File: src/rtl/j1_io_pkg.sv
// Shared definitions for J1 I/O peripherals: register offsets, STATUS bit
// positions and the UART transmitter/receiver state types.
package j1_io_pkg;

  localparam logic [15:0] REG_DATA   = 16'h0000;
  localparam logic [15:0] REG_STATUS = 16'h0002;
  localparam logic [15:0] REG_DIV    = 16'h0004;

  localparam int ST_RX_AVAIL  = 0;
  localparam int ST_TX_FULL   = 1;
  localparam int ST_TX_IDLE   = 2;
  localparam int ST_RX_OVR    = 3;
  localparam int ST_FRAME_ERR = 4;
  localparam int ST_TX_OVF    = 5;

  localparam logic [15:0] DIV_MIN = 16'd3;

  typedef enum logic [1:0] {
    TX_IDLE  = 2'd0,
    TX_START = 2'd1,
    TX_DATA  = 2'd2,
    TX_STOP  = 2'd3
  } uart_tx_state_t;

  typedef enum logic [2:0] {
    RX_IDLE  = 3'd0,
    RX_START = 3'd1,
    RX_DATA  = 3'd2,
    RX_STOP  = 3'd3,
    RX_WAIT  = 3'd4
  } uart_rx_state_t;

endpackage

File: src/rtl/uart_fifo.sv
// Synchronous FIFO with a combinational head. A push into a full FIFO is
// accepted only when a pop happens in the same cycle.
module uart_fifo #(
  parameter int WIDTH = 8,
  parameter int DEPTH = 16
) (
  input  logic             sys_clk_i,
  input  logic             sys_rst_i,
  input  logic             push,
  input  logic             pop,
  input  logic [WIDTH-1:0] din,
  output logic [WIDTH-1:0] head,
  output logic             full,
  output logic             empty
);

  localparam int AW = $clog2(DEPTH);
  localparam logic [AW-1:0] PTR_ONE   = {{(AW-1){1'b0}}, 1'b1};
  localparam logic [AW:0]   CNT_ONE   = {{AW{1'b0}}, 1'b1};
  localparam logic [AW:0]   CNT_FULL  = (AW+1)'(DEPTH);

  logic [WIDTH-1:0] mem_r [DEPTH];
  logic [AW-1:0]    wr_ptr_r;
  logic [AW-1:0]    rd_ptr_r;
  logic [AW:0]      count_r;
  logic             push_s;
  logic             pop_s;

  assign empty  = (count_r == {(AW+1){1'b0}});
  assign full   = (count_r == CNT_FULL);
  assign pop_s  = pop & ~empty;
  assign push_s = push & (~full | pop_s);
  assign head   = mem_r[rd_ptr_r];

  // Storage write port; contents need no reset since count gates visibility.
  always_ff @(posedge sys_clk_i) begin
    if (push_s) begin
      mem_r[wr_ptr_r] <= din;
    end
  end

  // Pointer and occupancy bookkeeping.
  always_ff @(posedge sys_clk_i) begin
    if (sys_rst_i) begin
      wr_ptr_r <= {AW{1'b0}};
      rd_ptr_r <= {AW{1'b0}};
      count_r  <= {(AW+1){1'b0}};
    end else begin
      if (push_s) begin
        wr_ptr_r <= wr_ptr_r + PTR_ONE;
      end
      if (pop_s) begin
        rd_ptr_r <= rd_ptr_r + PTR_ONE;
      end
      case ({push_s, pop_s})
        2'b10:   count_r <= count_r + CNT_ONE;
        2'b01:   count_r <= count_r - CNT_ONE;
        default: count_r <= count_r;
      endcase
    end
  end

endmodule

File: src/rtl/j1_uart.sv
// Memory-mapped 8N1 UART on the J1 I/O bus: DATA/STATUS/DIV registers,
// RX and TX FIFOs, sticky error flags and a zero-default read mux.
import j1_io_pkg::*;

module j1_uart #(
  parameter logic [15:0] BASE_ADDR  = 16'hF000,
  parameter int          FIFO_DEPTH = 16,
  parameter logic [15:0] DIV_RESET  = 16'd433
) (
  input  logic        sys_clk_i,
  input  logic        sys_rst_i,
  input  logic        io_rd,
  input  logic        io_wr,
  input  logic [15:0] io_addr,
  input  logic [15:0] io_dout,
  output logic [15:0] io_din,
  input  logic        uart_rxd_i,
  output logic        uart_txd_o,
  output logic        rx_irq_o
);

  logic [15:0] div_r;
  logic [15:0] div_eff_s;
  logic [15:0] half_s;
  logic        sel_data_s, sel_status_s, sel_div_s;
  logic        wr_data_s, wr_status_s, wr_div_s, rd_data_s;

  logic        tx_pop_s, tx_full_s, tx_empty_s, tx_idle_s;
  logic [7:0]  tx_head_s;
  logic        rx_push_s, rx_full_s, rx_empty_s;
  logic [7:0]  rx_head_s;

  logic        rx_ovr_r, frame_err_r, tx_ovf_r;
  logic        rx_ovr_set_s, frame_set_s, tx_ovf_set_s;
  logic [15:0] status_s;

  uart_tx_state_t tx_state_r, tx_state_nxt_s;
  logic [15:0]    tx_cnt_r, tx_cnt_nxt_s;
  logic [2:0]     tx_bit_r, tx_bit_nxt_s;
  logic [7:0]     tx_shift_r, tx_shift_nxt_s;
  logic           txd_r, txd_nxt_s;

  uart_rx_state_t rx_state_r, rx_state_nxt_s;
  logic [15:0]    rx_cnt_r, rx_cnt_nxt_s;
  logic [2:0]     rx_bit_r, rx_bit_nxt_s;
  logic [7:0]     rx_shift_r, rx_shift_nxt_s;
  logic           rxd_meta_r, rxd_sync_r, rxd_prev_r;

  assign sel_data_s   = (io_addr == BASE_ADDR + REG_DATA);
  assign sel_status_s = (io_addr == BASE_ADDR + REG_STATUS);
  assign sel_div_s    = (io_addr == BASE_ADDR + REG_DIV);
  assign wr_data_s    = io_wr & sel_data_s;
  assign wr_status_s  = io_wr & sel_status_s;
  assign wr_div_s     = io_wr & sel_div_s;
  assign rd_data_s    = io_rd & sel_data_s;

  // Bit period is DIV+1; the start-bit re-sample lands (DIV+1)/2 cycles in.
  assign div_eff_s = (div_r < DIV_MIN) ? DIV_MIN : div_r;
  assign half_s    = (div_eff_s >> 1) + {15'd0, div_eff_s[0]} - 16'd1;

  uart_fifo #(.WIDTH(8), .DEPTH(FIFO_DEPTH)) u_tx_fifo (
    .sys_clk_i (sys_clk_i),
    .sys_rst_i (sys_rst_i),
    .push      (wr_data_s),
    .pop       (tx_pop_s),
    .din       (io_dout[7:0]),
    .head      (tx_head_s),
    .full      (tx_full_s),
    .empty     (tx_empty_s)
  );

  uart_fifo #(.WIDTH(8), .DEPTH(FIFO_DEPTH)) u_rx_fifo (
    .sys_clk_i (sys_clk_i),
    .sys_rst_i (sys_rst_i),
    .push      (rx_push_s),
    .pop       (rd_data_s),
    .din       (rx_shift_r),
    .head      (rx_head_s),
    .full      (rx_full_s),
    .empty     (rx_empty_s)
  );

  // TX next-state: each state holds for DIV+1 cycles, txd is registered.
  always_comb begin
    tx_state_nxt_s = tx_state_r;
    tx_cnt_nxt_s   = tx_cnt_r;
    tx_bit_nxt_s   = tx_bit_r;
    tx_shift_nxt_s = tx_shift_r;
    txd_nxt_s      = txd_r;
    tx_pop_s       = 1'b0;
    case (tx_state_r)
      TX_IDLE: begin
        txd_nxt_s = 1'b1;
        if (!tx_empty_s) begin
          tx_pop_s       = 1'b1;
          tx_shift_nxt_s = tx_head_s;
          tx_cnt_nxt_s   = div_eff_s;
          txd_nxt_s      = 1'b0;
          tx_state_nxt_s = TX_START;
        end else begin
          tx_state_nxt_s = TX_IDLE;
        end
      end
      TX_START: begin
        if (tx_cnt_r == 16'd0) begin
          tx_cnt_nxt_s   = div_eff_s;
          tx_bit_nxt_s   = 3'd0;
          txd_nxt_s      = tx_shift_r[0];
          tx_state_nxt_s = TX_DATA;
        end else begin
          tx_cnt_nxt_s = tx_cnt_r - 16'd1;
        end
      end
      TX_DATA: begin
        if (tx_cnt_r == 16'd0) begin
          tx_cnt_nxt_s = div_eff_s;
          if (tx_bit_r == 3'd7) begin
            txd_nxt_s      = 1'b1;
            tx_state_nxt_s = TX_STOP;
          end else begin
            tx_bit_nxt_s   = tx_bit_r + 3'd1;
            tx_shift_nxt_s = {1'b0, tx_shift_r[7:1]};
            txd_nxt_s      = tx_shift_r[1];
          end
        end else begin
          tx_cnt_nxt_s = tx_cnt_r - 16'd1;
        end
      end
      TX_STOP: begin
        if (tx_cnt_r == 16'd0) begin
          if (!tx_empty_s) begin
            tx_pop_s       = 1'b1;
            tx_shift_nxt_s = tx_head_s;
            tx_cnt_nxt_s   = div_eff_s;
            txd_nxt_s      = 1'b0;
            tx_state_nxt_s = TX_START;
          end else begin
            txd_nxt_s      = 1'b1;
            tx_state_nxt_s = TX_IDLE;
          end
        end else begin
          tx_cnt_nxt_s = tx_cnt_r - 16'd1;
        end
      end
      default: begin
        txd_nxt_s      = 1'b1;
        tx_state_nxt_s = TX_IDLE;
      end
    endcase
  end

  // TX state register.
  always_ff @(posedge sys_clk_i) begin
    if (sys_rst_i) begin
      tx_state_r <= TX_IDLE;
      tx_cnt_r   <= 16'd0;
      tx_bit_r   <= 3'd0;
      tx_shift_r <= 8'd0;
      txd_r      <= 1'b1;
    end else begin
      tx_state_r <= tx_state_nxt_s;
      tx_cnt_r   <= tx_cnt_nxt_s;
      tx_bit_r   <= tx_bit_nxt_s;
      tx_shift_r <= tx_shift_nxt_s;
      txd_r      <= txd_nxt_s;
    end
  end

  // RX next-state: sample mid-bit on the synchronised line.
  always_comb begin
    rx_state_nxt_s = rx_state_r;
    rx_cnt_nxt_s   = rx_cnt_r;
    rx_bit_nxt_s   = rx_bit_r;
    rx_shift_nxt_s = rx_shift_r;
    rx_push_s      = 1'b0;
    frame_set_s    = 1'b0;
    case (rx_state_r)
      RX_IDLE: begin
        if (rxd_prev_r && !rxd_sync_r) begin
          rx_cnt_nxt_s   = half_s;
          rx_state_nxt_s = RX_START;
        end else begin
          rx_state_nxt_s = RX_IDLE;
        end
      end
      RX_START: begin
        if (rx_cnt_r == 16'd0) begin
          if (rxd_sync_r) begin
            rx_state_nxt_s = RX_IDLE;
          end else begin
            rx_cnt_nxt_s   = div_eff_s;
            rx_bit_nxt_s   = 3'd0;
            rx_state_nxt_s = RX_DATA;
          end
        end else begin
          rx_cnt_nxt_s = rx_cnt_r - 16'd1;
        end
      end
      RX_DATA: begin
        if (rx_cnt_r == 16'd0) begin
          rx_cnt_nxt_s   = div_eff_s;
          rx_shift_nxt_s = {rxd_sync_r, rx_shift_r[7:1]};
          if (rx_bit_r == 3'd7) begin
            rx_state_nxt_s = RX_STOP;
          end else begin
            rx_bit_nxt_s = rx_bit_r + 3'd1;
          end
        end else begin
          rx_cnt_nxt_s = rx_cnt_r - 16'd1;
        end
      end
      RX_STOP: begin
        if (rx_cnt_r == 16'd0) begin
          if (rxd_sync_r) begin
            rx_push_s      = 1'b1;
            rx_state_nxt_s = RX_IDLE;
          end else begin
            frame_set_s    = 1'b1;
            rx_state_nxt_s = RX_WAIT;
          end
        end else begin
          rx_cnt_nxt_s = rx_cnt_r - 16'd1;
        end
      end
      RX_WAIT: begin
        if (rxd_sync_r) begin
          rx_state_nxt_s = RX_IDLE;
        end else begin
          rx_state_nxt_s = RX_WAIT;
        end
      end
      default: begin
        rx_state_nxt_s = RX_IDLE;
      end
    endcase
  end

  // RX synchroniser and state register.
  always_ff @(posedge sys_clk_i) begin
    if (sys_rst_i) begin
      rxd_meta_r <= 1'b1;
      rxd_sync_r <= 1'b1;
      rxd_prev_r <= 1'b1;
      rx_state_r <= RX_IDLE;
      rx_cnt_r   <= 16'd0;
      rx_bit_r   <= 3'd0;
      rx_shift_r <= 8'd0;
    end else begin
      rxd_meta_r <= uart_rxd_i;
      rxd_sync_r <= rxd_meta_r;
      rxd_prev_r <= rxd_sync_r;
      rx_state_r <= rx_state_nxt_s;
      rx_cnt_r   <= rx_cnt_nxt_s;
      rx_bit_r   <= rx_bit_nxt_s;
      rx_shift_r <= rx_shift_nxt_s;
    end
  end

  assign rx_ovr_set_s = rx_push_s & rx_full_s & ~rd_data_s;
  assign tx_ovf_set_s = wr_data_s & tx_full_s & ~tx_pop_s;

  // Divisor and sticky flags; a set in the same cycle as a clear wins.
  always_ff @(posedge sys_clk_i) begin
    if (sys_rst_i) begin
      div_r       <= DIV_RESET;
      rx_ovr_r    <= 1'b0;
      frame_err_r <= 1'b0;
      tx_ovf_r    <= 1'b0;
    end else begin
      if (wr_div_s) begin
        div_r <= io_dout;
      end
      rx_ovr_r    <= (rx_ovr_r    & ~(wr_status_s & io_dout[ST_RX_OVR]))    | rx_ovr_set_s;
      frame_err_r <= (frame_err_r & ~(wr_status_s & io_dout[ST_FRAME_ERR])) | frame_set_s;
      tx_ovf_r    <= (tx_ovf_r    & ~(wr_status_s & io_dout[ST_TX_OVF]))    | tx_ovf_set_s;
    end
  end

  assign tx_idle_s = (tx_state_r == TX_IDLE) & tx_empty_s;
  assign status_s  = {10'd0, tx_ovf_r, frame_err_r, rx_ovr_r, tx_idle_s, tx_full_s, ~rx_empty_s};

  // Read mux; unmapped addresses return zero so the bus can be OR-ed.
  always_comb begin
    io_din = 16'h0000;
    if (sel_data_s) begin
      io_din = {8'h00, (rx_empty_s ? 8'h00 : rx_head_s)};
    end else if (sel_status_s) begin
      io_din = status_s;
    end else if (sel_div_s) begin
      io_din = div_r;
    end else begin
      io_din = 16'h0000;
    end
  end

  assign uart_txd_o = txd_r;
  assign rx_irq_o   = ~rx_empty_s;

endmodule
File: config.mk
export PLATFORM = sky130hd
export DESIGN_NAME = j1_uart
export DESIGN_NICKNAME = d
export VERILOG_FILES = /design/src/rtl/j1_io_pkg.sv /design/src/rtl/uart_fifo.sv /design/src/rtl/j1_uart.sv
export SDC_FILE = /design/constraint.sdc
export NUM_CORES = 1
export LEC_CHECK = 0
export ABC_AREA = 1
export CAP_MARGIN = 10
export CELL_PAD_IN_SITES_DETAIL_PLACEMENT = 1
export CELL_PAD_IN_SITES_GLOBAL_PLACEMENT = 2
export CORE_MARGIN = 1
export CORE_UTILIZATION = 39
export DETAILED_ROUTE_END_ITERATION = 7
export PLACE_DENSITY_LB_ADDON = 0.05
export SLEW_MARGIN = 20
export SYNTH_ARGS = -nofsm -noshare
export SYNTH_HDL_FRONTEND = slang
export SYNTH_SLANG_ARGS = --single-unit
File: constraint.sdc
create_clock -name sys_clk_i -period 4.16 [get_ports sys_clk_i]
set_input_delay 0.624 -clock sys_clk_i [delete_from_list [all_inputs] [get_ports sys_clk_i]]
set_output_delay 0.624 -clock sys_clk_i [all_outputs]
set_load 0.03 [all_outputs]
[Yosys cells after proc, flatten, opt, wreduce, memory -nomap -nowiden]
Memories as Yosys holds them, arrays and structs flattened. A register that Yosys moved wholly into a read port is not among the register bits.
Index checks and enable logic that the tools add are counted.
Storage, ports and cells
  memories: 2
  register bits after elaboration: 108
  input bits: 37
  bits in writable memories: 256
Operators by class
  reductions and logical operators: 23
  equal/unequal tests: 32
  mux-type cells: 68
  bitwise operators: 33
  add/subtract/negate cells: 14
  magnitude comparators: 1
Memory list
  u_rx_fifo.mem_r: words 16, bits a word 8, read ports 1, clocked after memory_dff 1, write ports 1, RTL line uart_fifo.sv:22  | logic [WIDTH-1:0] mem_r [DEPTH];
  u_tx_fifo.mem_r: words 16, bits a word 8, read ports 1, clocked after memory_dff 1, write ports 1, RTL line uart_fifo.sv:22
Operators by type and width (count)
  16-bit two-way mux: 12
  16-bit case mux with 4 select lines: 1
  16-bit equality test (second input constant): 3
  16-bit case mux with 3 select lines: 1
  16-bit by 1-bit subtractor with 16-bit output (second input constant): 3
  8-bit two-way mux: 5
  3-bit two-way mux: 12
  16-bit logical NOT: 2
  2-bit inequality test (second input constant): 13
  8-bit case mux with 3 select lines: 1
  5-bit case mux with 2 select lines: 2
  4-bit AND reduction: 5
  1-bit AND: 19
  1-bit two-way mux: 19
  15-bit by 1-bit adder with 16-bit output: 1
  4-bit by 1-bit adder with 4-bit output (second input constant): 4
  16-bit by 2-bit < comparator with 1-bit output (second input constant): 1
  4-bit two-way mux: 4
  3-bit case mux with 5 select lines: 1
  3-bit case mux with 2 select lines: 2
  5-bit by 1-bit adder with 5-bit output (second input constant): 2
  5-bit equality test (second input constant): 2
  5-bit logical NOT: 2
  2-bit two-way mux: 5
  other kinds (24): 49

[Longest topological paths before layout]
Gate-level depths: netlist of run 1.
  word-level depth: 9
  depth in mapped cells: 19
  depth with buffers taken out: 19

[Modules after synthesis]
Synthesis of run 1 repeated with hierarchy kept, for this count alone.
Unflattened totals
  cells, all modules: 2013
  area, all modules: 18207.5 um^2
Modules (own cells, without submodules)
  uart_fifo at u_tx_fifo: cells each 539, area an instance 6172.2 um^2, instances 1
  uart_fifo at u_rx_fifo: cells each 538, area an instance 6150.9 um^2, instances 1
  j1_uart: cells each 936, area an instance 5884.4 um^2, instances 1

[Least setup slack after synthesis of run 1]
Ideal clock, no wire load.
  kind: input-to-output
  from: in io_addr[11]
  to: out io_din[7]
  path slack: 1.382 ns
  path buffers: 1
  arrival: 2.154 ns
  cell stages on the path: 8
  path through: nor2_1 -> nand2_1 -> nor2_4 -> nand2_1 -> nor2_2 -> inv_2 -> clkbuf_1 -> o21ai_0
Between the ends
  word-level cells in the longest chain between the ends: 4
RTL lines
  from (decl): RTL line j1_uart.sv:14  | input logic [15:0] io_addr,
  16-bit equality test: RTL line j1_uart.sv:51  | assign sel_div_s = (io_addr == BASE_ADDR + REG_DIV);
  16-bit two-way mux: RTL line j1_uart.sv:289  | end else if (sel_div_s) begin
  16-bit two-way mux: RTL line j1_uart.sv:287  | end else if (sel_status_s) begin
  16-bit two-way mux *: RTL line j1_uart.sv:285  | if (sel_data_s) begin
  to (decl): RTL line j1_uart.sv:16  | output logic [15:0] io_din,
Every way passes the cells marked *; elsewhere a longest branch is shown, timed or not.

==> summary.txt, run 1 <==
STA
  • FMAX: 254 MHz
  • Worst Skew: 0.0105 ns
  • Tmin final: approximately 4 ns
  • Slew Viols, Final: 0
  • Slew @ Worst Pin: 1.05 ns
  • Hold WS: 0.413 ns
  • RSZ-0062 raised after global routing: false
  • Final Hold Fails: 0
  • Rel. slew slack: 29.7%
  • Final period util: between 90% and 100%
  • Post-Route Setup TNS: 0 ns
  • Final setup vio count: 0
  • Setup WS post-layout: around 0.23 ns

Floorplan
  • Die Area: around 0.045 mm2
  • # IOs: 55
  • # rows: between 70 and 80
  • Die Span Y: 213 um
  • Initial Util: 39.8%
  • Core area: around 0.043 mm2
  • Chip Width: around 210 um

Clock tree
  • Post-CTS sizing: 0
  • Clock tree sinks: 372
  • Post-CTS Setup Bufs: 0
  • Clk_lat worst skew: about 0.57 ns
  • CTS Buffer Depth: 3
  • CTS buffer count: 43
  • H-tree levels: 2
  • Hold buffers post-CTS: 0
  • CTS tree: yes
  • Clock transition at the registers of the reported paths: approximately 0.060 ns
  • CTS root buf: clkbuf_16

Worst setup path
  • Crit path arrival time: 3.31 ns
  • Crit path cell chain: mux2i_1, o21ai_0, inv_1, o211ai_1, nand3_1, nand2_1, clkdlybuf4s50_1
  • CP endpoint kind: output pin
  • Critical path peak fanout: 71
  • CP max stage delay: roughly 0.9 ns
  • Crit path required time: 3.54 ns
  • Critical path class: flip-flop to output pin
  • Setup crit start kind: flip-flop
  • Slowest stage cell, crit path: dfxtp_4

Detailed routing
  • Number of vias per cell: 5.20
  • Total Wirelength: 47900 um
  • Initial DRC Count: about 530
  • TritonRoute pass-1 iters: 4
  • Routed len/inst: 19.9 um
  • Routed vias: 12500
  • Antenna-violating nets left: 0
  • Residual DRC: 0

Final layout
  • Post-layout net count: 1851
  • ANT cells: 0
  • Area Growth Syn to Fin: 14.6%
  • Ratio of cells with drive above 1 in the final layout: 8.20%
  • Most common cell after layout, fill and taps aside: edfxtp_1
  • Final core utilization: 45.7%
  • Most frequent cells in the layout: edfxtp_1 (256), inv_1 (217), nand2_1 (198)

Synth
  • Post-synth EDFFs: 256
  • Netlist cell types: 56
  • Synth Flop Type: edfxtp_1
  • Complex-gate fraction of the synthesized area: 15.4%
  • Average cell area after synthesis: 9.98 um2
  • XOR/XNOR Fraction of Synth Area: around 1.2%
  • Post-Synth Simple-Gate Area: 12.7%
  • Synth warn: 0
  • Post-synth ARST share: 0%
  • Mapped Nets: 1804
  • Seq/Total Area, Yosys: 57.8%
  • Mapped cell area: 0.0173 mm2
  • Adder-Cell Fraction of Synth Area: 2.36%
  • Main combinational cell family by area after synthesis: compound AO/OA/AOI/OAI gates
  • Post-synthesis mux area share: 3.70%
  • Synth Instances: roughly 1700
  • Synthesized flop and latch total: 372

Place
  • Pre-CTS setup slack: 0.353 ns
  • PortBufs: 54
  • Final HPWL from detailed placement: around 33000 um
  • GPL Wtd Cong: a little under 0.8

Outcome
  • Status: completed

Global routing
  • Largest net degree at the start of global routing: just over 70
  • Grt total ovfl: 0
  • First-pass GRT wire length: 74500 um
  • GRT Total Usage: 21.7%
  • Vias in the first global route: 12800
  • Initial antenna violation count: 1

Flow run
  • Max Cap Viol: 0

Power
  • VDD IR max: 0.281 mV
  • Pwr dens: 597 mW/mm2
  • Pleak: slightly above 7 nW

Hold path
  • Worst Hold Class: flip-flop to flip-flop
final timing paths:
path	end	cells after the start	startpoint	slack, ns
worst min register to register	rxd_sync_r$_SDFF_PP1_	1	rxd_meta_r$_SDFF_PP1_	0.41
worst min-delay path	rxd_sync_r$_SDFF_PP1_	1	rxd_meta_r$_SDFF_PP1_	0.41
worst max-delay path	io_din[3]	7	flip-flop	0.23
worst max register to register	u_tx_fifo.mem_r[2][7]$_DFFE_PP_	9	tx_state_r[0]$_SDFFE_PP0P_	1.11
routing by layer:
layer / vias to the layer above / GRT usage, % / part of all wire, %
met5: - / 0 / 0.027
met2: 149 / 36.0 / 47
met3: 47 / 4.34 / 4.0
met4: 2 / 4.19 / 1.2
li1: 6156 / - / -
met1: 6142 / 29.5 / 48
flip-flops by register name, indices dropped and copies added (netlist names), named ones only:
register            cells
div_r                  16
frame_err_r             1
rx_bit_r                3
rx_cnt_r               16
rx_ovr_r                1
rx_shift_r              8
rx_state_r              3
rxd_meta_r              1
rxd_prev_r              1
rxd_sync_r              1
tx_bit_r                3
tx_cnt_r               16
tx_ovf_r                1
tx_shift_r              8
tx_state_r              2
u_rx_fifo.count_r       5
u_rx_fifo.mem_r       128
u_rx_fifo.rd_ptr_r      4
u_rx_fifo.wr_ptr_r      4
u_tx_fifo.count_r       5
u_tx_fifo.mem_r       128
u_tx_fifo.rd_ptr_r      4
u_tx_fifo.wr_ptr_r      4
uart_txd_o              1
power breakdown:
part | switching, mW | leakage (nW) | internal, mW
Combinational | 2.30 | 3.25 | 1.22
Clock | 1.54 | 0.663 | 2.14
Sequential | 0.410 | 3.35 | 4.23
synth_stat cells, types with 20 or more instances:
cell      count  share of area (%)
a21oi_1     147                4.2
clkbuf_1     46                1.0
dfxtp_1     116                 13
edfxtp_1    256                 44
ha_1         31                2.2
inv_1       218                4.7
mux2i_1      64                3.7
nand2_1     198                4.3
nand3_1      66                1.9
nor2_1      146                3.2
o211ai_1     82                3.6
o21ai_0     169                4.9
xor2_1       20                1.0
cell families after synthesis:
family,Yosys count
xor gates and xnor gates,24
AOI/OAI and AO/OA,460
adders and majority gates,32
buffers and inverters,303
and+or+nand+nor,480
DFF,372
muxes,64
stage by stage:
stage                     instances  instance area (um2)  total power, mW
final                          2402                19800             11.8
after floorplan                1735                17300             7.27
after detailed placement       2322                18500             8.28
after global placement         2322                18500             8.20
after global routing           2402                19800             12.6
after CTS                      2402                19800             12.0
critical path: cells and delay by family (launching register included):
kind	cells	cell delay, ns
mux	1	0.16
buf+inv	2	0.82
simple gates	2	0.24
compound gates	2	0.57
flops	1	0.92
layout make-up:
class,count,area (um2)
Multi-Input combinational cell,1060,6120
Clock inverter,23,211
Sequential cell,372,10000
Timing Repair Buffer,74,746
Tap cell,585,732
Fill cell,4858,23600
Inverter,231,870
Clock buffer,57,1150
No activity file was read; power rests on OpenSTA's default activity.
==> run 2, diff against run 1 <==
--- a/config.mk
+++ b/config.mk
@@ -11,9 +11,12 @@
 export CELL_PAD_IN_SITES_GLOBAL_PLACEMENT = 2
 export CORE_MARGIN = 1
 export CORE_UTILIZATION = 39
+export CTS_CLUSTER_SIZE = 8
 export DETAILED_ROUTE_END_ITERATION = 7
+export MAX_ROUTING_LAYER = met4
 export PLACE_DENSITY_LB_ADDON = 0.05
 export SLEW_MARGIN = 20
 export SYNTH_ARGS = -nofsm -noshare
 export SYNTH_HDL_FRONTEND = slang
+export SYNTH_HIERARCHICAL = 1
 export SYNTH_SLANG_ARGS = --single-unit
==> run 2 against run 1 <==
Compared with the run above:
- flip-flop and latch count did not move
- worst hold slack gained 0.0041 ns
- area after synthesis up 5.2%
- clock skew rose by 0.0034 ns
- critical path type is now primary input to output pin
- critical endpoint is now io_din[0]
- largest power group unchanged
==> summary.txt, run 2 <==
Outcome
  • Status: completed

Floorplan
  • Die Area: 0.0476 mm2 (+5.1%)
  • Chip Width: 218 um (+2.5%)
  • Die Span Y: 218 um (+2.5%)
  • Initial Util: 39.9% (about the same)
  • # rows: 78 (+2.6%)
  • # IOs: 55 (unchanged)
  • Core area: 0.0457 mm2 (+5.1%)

Detailed routing
  • Routed len/inst: 20.0 um (+0.18%)
  • Initial DRC Count: 701 (+32%)
  • Routed vias: 14300 (+14%)
  • Total Wirelength: 54400 um (+14%)
  • Antenna-violating nets left: 0 (unchanged)
  • Number of vias per cell: 5.24 (+0.69%)
  • TritonRoute pass-1 iters: 5 (+1)
  • Residual DRC: 0 (unchanged)

Synth
  • Area share of the largest cell type after synthesis: 42.2% (-2.2 points)
  • Seq/Total Area, Yosys: 55.0% (-2.8 points)
  • Synth Flop Type: edfxtp_1
  • Mapped Nets: 2083 (+15%)
  • Average cell area after synthesis: 9.04 um2 (-9.4%)
  • Post-synth EDFFs: 256 (unchanged)
  • Post-synth top area cell: edfxtp_1
  • Top-count cell post-synth: nand2_1
  • Synth Instances: 2013 (+16%)
  • Netlist cell types: 51 (-8.9%)
  • Post-synth ARST share: 0% (unchanged)
  • Synthesized flop and latch total: 372 (unchanged)
  • Top post-synthesis cells by count: nand2_1 (362), inv_1 (262), edfxtp_1 (256)
  • Synth warn: 6 (+6)
  • Area contributors post-synth: edfxtp_1 (42%), dfxtp_1 (13%), nand2_1 (7.5%)
  • Mapped cell area: 0.0182 mm2 (+5.2%)

Worst setup path
  • CP max stage delay: 0.59 ns (-0.33 ns)
  • Critical path class: primary input to output pin
  • Critical path peak fanout: 5 (-93%)
  • Crit path cell chain: clkdlybuf4s50_1, nor2_1, nand2_1, nor2_1, nand2_1, nor2_1, inv_1, o221ai_1, buf_12
  • CP delay by family, top: simple AND/OR/NAND/NOR gates
  • Crit path required time: 3.54 ns (about the same)
  • Crit-path most repeated cell: nor2_1
  • CP endpoint kind: output pin
  • Worst Path Buf+Inv: 3 (+1)
  • Setup crit start kind: primary input
  • Crit path arrival time: 2.96 ns (-0.35 ns)
  • Slowest stage cell, crit path: nor2_1

Place
  • Final HPWL from detailed placement: 37900 um (+15%)
  • PortBufs: 54 (unchanged)
  • Placed Area: 0.0194 mm2 (+5.2%)
  • Cells after DPL: 2627 (+13%)
  • GPL Wtd Cong: 0.802 (+2.1%)

Clock tree
  • H-tree levels: 2 (unchanged)
  • Post-CTS sizing: 0 (unchanged)
  • Hold buffers post-CTS: 0 (unchanged)
  • CTS root buf: clkbuf_16
  • CTS Buffer Depth: 3 (unchanged)
  • Clock transition at the registers of the reported paths: 0.05 ns (about the same)
  • CTS buffer count: 53 (+23%)
  • Clk_lat worst skew: 0.59 ns (+0.02 ns)
  • Clock tree sinks: 372 (unchanged)
  • CTS tree: yes
  • Post-CTS Setup Bufs: 0 (unchanged)

Global routing
  • Met3 Use GR: 3.11% (-1.2 points)
  • First-pass GRT wire length: 84900 um (+14%)
  • Vias in the first global route: 14900 (+16%)
  • Initial antenna violation count: 0 (-1)
  • Grt total ovfl: 0 (unchanged)
  • GRT Total Usage: 24.1% (+2.3 points)
  • Largest net degree at the start of global routing: 88 (+22%)
  • GR Util met2: 39.3% (+3.3 points)
  • Top Usage Layer GRT: met2
  • Met1 usage: 30.6% (+1.1 points)

Power
  • Tot Pwr: 10.8 mW (-8.5%)
  • Pwr dens: 516 mW/mm2 (-14%)
  • VDD IR max: 0.308 mV (+9.8%)
  • Pleak: 8.12 nW (+12%)

Final layout
  • Ratio of cells with drive above 1 in the final layout: 9.66% (+1.5 points)
  • Area Growth Syn to Fin: 15.3%
  • Most frequent cells in the layout: nand2_1 (362), inv_1 (262), edfxtp_1 (256)
  • Final instance area: 0.0210 mm2 (+5.8%)
  • Biggest regs: u_rx_fifo/mem_r: 128 flops, u_tx_fifo/mem_r: 128 flops
  • Post-layout net count: 2152 (+16%)
  • Post-route insts no fill: 2723 (+13%)
  • ANT cells: 0 (unchanged)
  • Most common cell after layout, fill and taps aside: nand2_1

STA
  • FMAX: 279 MHz (+9.7%)
  • Final period util: 86.2% (-8.3 points)
  • Slew @ Worst Pin: 1.08 ns (+0.0342 ns)
  • Worst Skew: 0.0139 ns (+0.00345 ns)
  • Final setup vio count: 0 (unchanged)
  • Slew Viols, Final: 0 (unchanged)
  • Rel. slew slack: 27.4% (-2.3 points)
  • Post-Route Setup TNS: 0 ns (unchanged)
  • Tmin final: 3.58 ns (-0.346 ns)
  • RSZ-0062 raised after global routing: false
  • Final Hold Fails: 0 (unchanged)

Flow run
  • Max Cap Viol: 0 (unchanged)

Hold path
  • Worst Hold Class: flip-flop to flip-flop
run 2: cell count changes after synthesis, sizes merged, moves of 20 or more:
cell and change:
buf +27, clkbuf -20, inv +42, mux2i -58, nand2 +174, nand3 +122
nor2 +35
run 2: routing by layer:
metal  wire, um  vias to the layer above
met5          0                        -
met4       1780                        0
met3       1680                       78
met2      26100                      189
met1      24800                     7042
li1           -                     6955
run 2: report_power, final:
group | switching [mW] | internal [mW]
sequential | 0.218 | 4.14
clock | 1.64 | 2.42
combinational | 1.69 | 0.730
run 2: worst reg2reg max path, cell delays in order (launching register included):
cell and delay [ns]:
dfxtp_1 0.32, inv_1 0.10, ha_1 0.22, nand2_2 0.17
nor2_8 0.23, nand2_4 0.10, nor3_2 0.13, nand4_2 0.20
nor3_1 0.52, inv_1 0.09, nand3_1 0.22, inv_1 0.13
ha_1 0.37, inv_1 0.05, o21ai_0 0.21, a21oi_1 0.10
nand2_1 0.09, nand3_1 0.09, nand2_1 0.07, nor2_1 0.05
run 2: logic make-up (layout without fill, tap and decap cells):
logic type / Yosys count / count (layout) / synth area share, %
AND/OR/NAND/NOR: 829 / 829 / 20.7
flip-flops: 372 / 372 / 55.0
AO/OA/AOI/OAI: 400 / 400 / 12.7
adder cells (fa/ha/maj): 33 / 33 / 2.35
buffers and inverters: 352 / 462 / 8.00
multiplexers: 6 / 6 / 0.330
XOR/XNOR: 21 / 21 / 1.01
run 2: path summary, 6_finish.rpt:
path	cells after the start	start	slack [ns]	end
max	9	io_addr[5]	0.58	io_din[0]
min	1	rxd_meta_r$_SDFF_PP1_	0.42	rxd_sync_r$_SDFF_PP1_
max reg2reg	19	rx_cnt_r[0]$_SDFFE_PP0P_	0.60	u_rx_fifo/count_r[4]$_SDFFE_PP0P_
min reg2reg	1	rxd_meta_r$_SDFF_PP1_	0.42	rxd_sync_r$_SDFF_PP1_
run 2: cell type report:
class                      count  area, um2
clock buffer                  93       1500
sequential                   372      10000
fill                        5248      24700
multi-input combinational   1289       6740
timing repair buffer          93        908
clock inverter                 3       47.5
tap                          600        751
inverter                     273       1030
run 2: metrics by stage:
step	hold slack [ns]	setup slack, ns	utilization, %
floorplan	0.389	1.18	-
global placement	0.402	0.547	42.6
detailed placement	0.406	0.429	42.6
CTS	0.423	0.576	46.0
global route	0.439	0.287	46.0
finish	0.417	0.576	46.0
==> run 3, diff against run 2 <==
--- a/config.mk
+++ b/config.mk
@@ -10,7 +10,7 @@
 export CELL_PAD_IN_SITES_DETAIL_PLACEMENT = 1
 export CELL_PAD_IN_SITES_GLOBAL_PLACEMENT = 2
 export CORE_MARGIN = 1
-export CORE_UTILIZATION = 39
+export CORE_UTILIZATION = 40
 export CTS_CLUSTER_SIZE = 8
 export DETAILED_ROUTE_END_ITERATION = 7
 export MAX_ROUTING_LAYER = met4
==> run 3 against run 2 <==
Compared with the run above:
- setup slack improved by 0.012 ns
- die area fell by 2.5%
- non-clock buffer count rose by 3
- largest cell class unchanged
- highest routed layer unchanged
==> summary.txt, run 3 (same netlist as run 2, synthesis figures left out) <==
Global routing
  • Vias in the first global route: 15000 (+0.92%)
  • Largest net degree at the start of global routing: 99 (+13%)
  • First-pass GRT wire length: 85600 um (+0.85%)
  • Grt total ovfl: 0 (unchanged)
  • GRT Total Usage: 24.5% (+0.50 points)
  • Initial antenna violation count: 0 (unchanged)

Worst setup path
  • Crit path required time: 3.54 ns (about the same)
  • CP endpoint kind: output pin
  • Setup crit start kind: primary input
  • Critical path class: primary input to output pin
  • Crit path arrival time: 2.95 ns (about the same)
  • Critical path peak fanout: 5 (unchanged)

Detailed routing
  • Routed vias: 14300 (+0.38%)
  • Initial DRC Count: 854 (+22%)
  • Number of vias per cell: 5.27 (+0.60%)
  • Residual DRC: 0 (unchanged)
  • Total Wirelength: 54300 um (-0.18%)
  • Antenna-violating nets left: 0 (unchanged)
  • TritonRoute pass-1 iters: 5 (unchanged)
  • Routed len/inst: 20.0 um (about the same)

Final layout
  • Post-layout net count: 2154 (+0.093%)
  • Final instance area: 0.0210 mm2 (-0.18%)
  • ANT cells: 0 (unchanged)
  • Biggest regs: u_rx_fifo/mem_r: 128 flops, u_tx_fifo/mem_r: 128 flops
  • Most frequent cells in the layout: nand2_1 (362), inv_1 (262), edfxtp_1 (256)
  • Area Growth Syn to Fin: 15.1%
  • Final core utilization: 47.1% (+1.1 points)
  • Filler instances: 5135 (-2.2%)
  • Most common cell after layout, fill and taps aside: nand2_1
  • Ratio of cells with drive above 1 in the final layout: 9.65% (about the same)

Floorplan
  • Core area: 0.0445 mm2 (-2.5%)
  • Initial Util: 40.9% (+1.0 points)
  • # rows: 77 (-1.3%)
  • Die Span Y: 215 um (-1.2%)
  • Chip Width: 215 um (-1.2%)
  • Die Area: 0.0464 mm2 (-2.5%)
  • # IOs: 55 (unchanged)

Hold path
  • Worst Hold Class: primary input to flip-flop

STA
  • Tmin final: 3.57 ns (-0.0117 ns)
  • Setup WS post-layout: 0.588 ns (+0.0117 ns)
  • Slew Viols, Final: 0 (unchanged)
  • Rel. slew slack: 33.5% (+6.0 points)
  • Final setup vio count: 0 (unchanged)
  • Worst Skew: 0.0167 ns (+0.00277 ns)
  • Final period util: 85.9% (-0.28 points)
  • FMAX: 280 MHz (+0.33%)
  • Final Hold Fails: 0 (unchanged)
  • Slew @ Worst Pin: 0.998 ns (-0.0840 ns)
  • Post-Route Setup TNS: 0 ns (unchanged)
  • RSZ-0062 raised after global routing: false

Clock tree
  • Hold buffers post-CTS: 0 (unchanged)
  • CTS tree: yes
  • CTS Buffer Depth: 3 (unchanged)
  • Post-CTS Setup Bufs: 0 (unchanged)
  • Clock transition at the registers of the reported paths: 0.05 ns (about the same)
  • CTS buffer count: 52 (-1.9%)
  • CTS root buf: clkbuf_16
  • H-tree levels: 2 (unchanged)
  • Post-CTS sizing: 0 (unchanged)
  • Clock tree sinks: 372 (unchanged)
  • Clk_lat worst skew: 0.58 ns (about the same)

Place
  • PortBufs: 54 (unchanged)
  • Pre-CTS setup slack: 0.481 ns (+0.0524 ns)
  • Final HPWL from detailed placement: 37600 um (-0.92%)
  • GPL Wtd Cong: 0.800 (-0.31%)
  • Placed Area: 0.0195 mm2 (about the same)

Outcome
  • Status: completed

Power
  • VDD IR max: 0.442 mV (+43%)
  • Pwr dens: 512 mW/mm2 (-0.77%)
  • Pleak: 8.11 nW (about the same)

Flow run
  • Max Cap Viol: 0 (unchanged)
==> run 3: changes by cell type in the layout (fill, tap and decap cells not counted), sizes merged <==
cell,before,now
clkinvlp,1,0
buf,48,51
==> run 3: final timing paths <==
check                                               from                                 end  slack [ns]  depth (start not counted)
worst max register to register  rx_cnt_r[0]$_SDFFE_PP0P_   u_rx_fifo/count_r[4]$_SDFFE_PP0P_        0.60                         19
worst min-delay path                           sys_rst_i  u_rx_fifo/wr_ptr_r[2]$_SDFFE_PP0P_        0.41                          2
worst max-delay path                         io_addr[10]                           io_din[1]        0.59                          9
worst min register to register     rxd_meta_r$_SDFF_PP1_               rxd_sync_r$_SDFF_PP1_        0.42                          1
==> run 3: per-stage QoR <==
stage,hold slack (ns),power [mW],instances
floorplan,0.389,6.15,2013
global placement,0.402,6.80,2622
detailed placement,0.401,6.86,2622
CTS,0.401,10.9,2717
global route,0.397,11.3,2717
finish,0.412,10.7,2717
==> run 3: critical path: stages <==
cell and delay (ns):
clkdlybuf4s50_1 0.41, inv_1 0.08, nand4_1 0.14, nor2_1 0.19, nand2_1 0.10, nor2_1 0.55, inv_1 0.14, o221ai_1 0.52
buf_12 0.20
==> run 3: layer usage <==
layer / share of wire, % / GRT usage, % / vias up
li1: - / - / 6969
met1: 46 / 30.9 / 7088
met2: 49 / 41.4 / 185
met3: 2.7 / 3.17 / 76
met4: 2.6 / 6.86 / 0
met5: 0 / - / -
==> run 3: cell type report <==
cell class	count	area [um2]	share of cell area, %
inverters	273	1030	4.91
multi-input cells	1289	6740	32.2
repair buffers	96	931	4.44
well taps	592	741	3.53
clock inverters	2	17.5	0.0836
flip-flops and latches	372	10000	47.8
clock buffers	93	1480	7.05
==> run 3: power by group <==
part / total (mW) / leakage [nW] / switching (mW) / internal, mW
Sequential: 4.36 / 3.23 / 0.215 / 4.14
Combinational: 2.42 / 4.18 / 1.69 / 0.730
Clock: 3.95 / 0.709 / 1.59 / 2.37
